**src/rtl/add32_seq.sv**
```systemverilog
`timescale 1ns/1ps
// Sequential 32-bit add/sub on one shared 8-bit slice, one byte per cycle; done arrives in the
// 5th cycle after accept. No backpressure: start is taken only in IDLE and ignored while busy.
module add32_seq (
    input  logic        clk,
    input  logic        rst,
    input  logic        start,
    input  logic        sub,
    input  logic [31:0] a,
    input  logic [31:0] b,
    output logic        ready,
    output logic        busy,
    output logic        done,
    output logic [31:0] sum,
    output logic        cout,
    output logic        ovf
);

    typedef enum logic [1:0] {IDLE, ADD, DONE} state_t;

    state_t      state_q, state_d;
    logic [31:0] a_q, a_d;
    logic [31:0] b_q, b_d;
    logic        sub_q, sub_d;
    logic [1:0]  cnt_q, cnt_d;
    logic        carry_q, carry_d;
    logic [23:0] part_q, part_d;
    logic [31:0] sum_q, sum_d;
    logic        cout_q, cout_d;
    logic        ovf_q, ovf_d;
    logic        ready_q, ready_d;
    logic        busy_q, busy_d;
    logic        done_q, done_d;

    logic [7:0]  op_a;
    logic [7:0]  op_b;
    logic [8:0]  slice;

    // Operands shift right each ADD cycle, so the slice always reads the low byte.
    always_comb begin
        op_a  = a_q[7:0];
        op_b  = sub_q ? ~b_q[7:0] : b_q[7:0];
        slice = {1'b0, op_a} + {1'b0, op_b} + {8'd0, carry_q};
    end

    always_comb begin
        state_d = state_q;
        a_d     = a_q;
        b_d     = b_q;
        sub_d   = sub_q;
        cnt_d   = cnt_q;
        carry_d = carry_q;
        part_d  = part_q;
        sum_d   = sum_q;
        cout_d  = cout_q;
        ovf_d   = ovf_q;
        case (state_q)
            IDLE: begin
                if (start) begin
                    a_d     = a;
                    b_d     = b;
                    sub_d   = sub;
                    cnt_d   = 2'd0;
                    carry_d = sub;
                    state_d = ADD;
                end
            end
            ADD: begin
                carry_d = slice[8];
                a_d     = a_q >> 8;
                b_d     = b_q >> 8;
                part_d  = {slice[7:0], part_q[23:8]};
                cnt_d   = cnt_q + 2'd1;
                // Last byte: op_a/op_b hold the original sign bits of a and effective b.
                if (cnt_q == 2'd3) begin
                    state_d = DONE;
                    sum_d   = {slice[7:0], part_q};
                    cout_d  = slice[8];
                    ovf_d   = (op_a[7] == op_b[7]) && (slice[7] != op_a[7]);
                end
            end
            DONE: begin
                state_d = IDLE;
            end
            default: begin
                state_d = IDLE;
            end
        endcase
        ready_d = (state_d == IDLE);
        busy_d  = (state_d != IDLE);
        done_d  = (state_d == DONE);
    end

    always_ff @(posedge clk or posedge rst) begin
        if (rst) begin
            state_q <= IDLE;
            a_q     <= 32'd0;
            b_q     <= 32'd0;
            sub_q   <= 1'b0;
            cnt_q   <= 2'd0;
            carry_q <= 1'b0;
            part_q  <= 24'd0;
            sum_q   <= 32'd0;
            cout_q  <= 1'b0;
            ovf_q   <= 1'b0;
            ready_q <= 1'b1;
            busy_q  <= 1'b0;
            done_q  <= 1'b0;
        end else begin
            state_q <= state_d;
            a_q     <= a_d;
            b_q     <= b_d;
            sub_q   <= sub_d;
            cnt_q   <= cnt_d;
            carry_q <= carry_d;
            part_q  <= part_d;
            sum_q   <= sum_d;
            cout_q  <= cout_d;
            ovf_q   <= ovf_d;
            ready_q <= ready_d;
            busy_q  <= busy_d;
            done_q  <= done_d;
        end
    end

    assign ready = ready_q;
    assign busy  = busy_q;
    assign done  = done_q;
    assign sum   = sum_q;
    assign cout  = cout_q;
    assign ovf   = ovf_q;

endmodule

```
**config.mk**
```make
export PLATFORM = sky130hd
export DESIGN_NAME = add32_seq
export DESIGN_NICKNAME = d
export VERILOG_FILES = /design/src/rtl/add32_seq.sv
export SDC_FILE = /design/constraint.sdc
export NUM_CORES = 1
export LEC_CHECK = 0
export CAP_MARGIN = 15
export CORE_MARGIN = 4
export CORE_UTILIZATION = 65
export CTS_CLUSTER_SIZE = 30
export DETAILED_ROUTE_END_ITERATION = 6
export DONT_BUFFER_PORTS = 1
export GPL_TIMING_DRIVEN = 0
export HOLD_SLACK_MARGIN = 0.03
export PLACE_DENSITY = 0.81
export SYNTH_ARGS = -nofsm -noshare
export SYNTH_HDL_FRONTEND = slang
export SYNTH_SLANG_ARGS = --single-unit
export TNS_END_PERCENT = 30
```
**constraint.sdc**
```tcl
create_clock -name clk -period 7.4 [get_ports clk]
set_clock_uncertainty 0.05 [all_clocks]
set_input_delay 0 -clock clk [delete_from_list [all_inputs] [get_ports clk]]
set_output_delay 0 -clock clk [all_outputs]
set_load 0.03 [all_outputs]
```
==> flow_summary.toml <==
[status]
outcome = "completed"

[die]
ios = 105
die_h_um = 101
core-area_um2 = 8300
die_area_um2 = 10200
start_util = 0.678
rows = 33
die_w_um = 101

[clocking]
clk_pin_slew_worst_paths_ns = 0.06
hold_buffers = 76
clock_path_buffers = 2
htreeDepth = 4
post_cts_buffers = 0
numCtsBuffers = 17
clock_latency_ns = 0.52
cts_resized = 0
cts_root_buffer = "clkbuf_8"
cts_tree = "yes"
cts_sinks = 131

[power]
ir_drop_v = 0.000274
totalPowerFinal_w = 0.00397
p_leak_nw = 3.43
power.density_nw_per_um2 = 550
p_sw_frac = 0.425
intPower_w = 0.00228
clock_power_share = 0.231
pwr-share-comb = 0.398
p_switching_w = 0.00168
pwr-share-seq = 0.371

[placed_design]
globalplace.congestion = 0.787
hpwl_um = 8110
io_buffers = 0
dp.cells = 605

[detailed_routing]
antenna_left = 0
drt_wl_total_um = 16100
dr_total_vias = 4447
first_pass_iters = 5
wl_per_cell_um = 22.5
drt_iter0_drc = 333
drc_errors = 0
vias_per_cell = 6.24

[synthesis]
synth_area_per_cell_um2 = 11.3
ys_seq_area_frac = 0.583
yosys.area.top_type = "dfrtp_1"
ys_top_cells_by_area = "dfrtp_1 58%, mux2i_1 8.7%, nand2_1 7.5%"
syn_nets = 577
netlist_area_um2 = 5620
synth_edf_count = 0
synth_ff_type = "dfrtp_1"
synthDistinctLibCells = 38
synth_cells = 499
synth_seq_cells = 131
yosys_warnings = 0
synth_top_area_frac = 0.579
async_flop_share = 1.00

[global_route]
grt_overflow_total = 0
grt_pass1_vias = 4926
antenna_found_initial = 0
grt_usage = 0.340
grt_max_degree = 79
grt_pass1_wl_um = 25900

[cells_and_area]
drive_above_1_share = 0.0888
syn_to_final_growth_pct = 28.3
ff_latch_area_um2 = 3280
num-fill-cells = 332
final_common_cell = "dfrtp_1"
diodes = 0
final_cell_mix = "130 x dfrtp_1, 112 x nand2_1, 75 x dlygate4sd3_1"
multi_input_area_um2 = 2180
layout.cells.non_filler = 713
fin_nets = 673

[min_path]
hold_path_class = "input pin to flop"

[sta]
slew_viol_final = 0
worstMarginPinSlew_ns = 0.796
hold_viol_final = 0
tns_ns = 0
rsz0062_at_grt = "no"
holdWs_ns = 0.107
finalCritPeriodShare = 0.391
max_slew_margin = 0.467
max_freq_ghz = 0.345
setup_viol = 0
fin_crit_ns = 2.90

[critical_path]
startpoint_type = "flop"
critical_path_arrival_ns = 3.25
end_kind = "flop"
crit_path_max_fanout = 9
required_ns = 7.76
worstSetupPathType = "flop to flop"

[flow_run]
cap_violations = 0
[power groups by stage]
stage | combinational, W | sequential, W | clock (W)
2_1_floorplan | 0.00112 | 0.00138 | 0
5_1_grt | 0.00173 | 0.00150 | 0.000952
6_report | 0.00158 | 0.00147 | 0.000916
3_3_place_gp | 0.00133 | 0.00143 | 0
3_5_place_dp | 0.00139 | 0.00145 | 0
4_1_cts | 0.00147 | 0.00144 | 0.000907
[metal layers]
layer  vias to the layer above  wire length, um  track usage
met5                         -                0            0
met4                         0              739        0.170
met3                        72             1280       0.0983
met2                       278             8290        0.582
met1                      2184             5740        0.389
li1                       1913                -            -
[synthesized netlist by cell type (all sizes together) (8+ instances only)]
master,count
clkbuf,14
buf,15
ha,8
xor2,8
inv,9
mux2,28
nor2,8
a22o,17
o21ai,62
nand2,113
dfrtp,130
mux2i,49
[final timing paths]
check / startpoint / to / slack [ns] / cells past startpoint
max: sub_q$_DFFE_PP0P_ / sum[30]$_DFFE_PP0P_ / 4.50 / 9
min: b[24] / b_q[24]$_DFFE_PP0P_ / 0.11 / 2
max reg2reg: sub_q$_DFFE_PP0P_ / sum[30]$_DFFE_PP0P_ / 4.50 / 9
min reg2reg: part_q[1]$_DFFE_PP0P_ / part_q[1]$_DFFE_PP0P_ / 0.42 / 2
max in group asynchronous: rst / part_q[6]$_DFFE_PP0P_ / 6.38 / 4
min in group asynchronous: rst / ready$_DFF_PP1_ / 0.54 / 3
[cell families (layout without fill, tap and decap cells)]
family                     count (synthesis)  count (layout)  synth area share
adders and majority gates                 10              10            0.0249
xor gates and xnor gates                   9               9            0.0140
AOI/OAI and AO/OA                         98              98             0.107
and+or+nand+nor                          136             136            0.0986
muxes                                     77              77             0.143
DFF                                      131             131             0.583
buffers and inverters                     38             147            0.0285
[per-stage QoR]
stage	cell area [um2]	setup WS [ns]	utilization
6_report	7210	4.50	0.869
5_1_grt	7210	4.33	0.869
4_1_cts	7210	4.53	0.869
3_5_place_dp	5790	4.55	0.697
3_3_place_gp	5750	2.71	0.693
2_1_floorplan	5620	3.85	-
[cell type report]
cell class                      instances  area share
Clock buffer                           19      0.0612
Clock inverter                         13      0.0285
Buffer                                 29      0.0175
Tap cell                              105      0.0182
Inverter                                9     0.00538
Sequential cell                       131       0.455
Timing Repair Buffer                   77       0.112
Multi-Input combinational cell        330       0.303
[worst max-delay path: stages (launching register included)]
cell and delay (ns):
dfrtp_1 0.32, clkbuf_1 0.45, xnor2_1 0.17, fa_1 0.44
fa_1 0.43, nor2b_1 0.17, o31a_1 0.20, o31a_1 0.17
a21oi_1 0.08, mux2_1 0.31
[sequential cells by signal, summed over array words and instances, names as in the netlist, 2 cells and up]
name,flops
a_q,32
b_q,32
sum,32
part_q,24
cnt_q,2
state_q,2
Note: power is estimated with default switching activity, not from simulation.
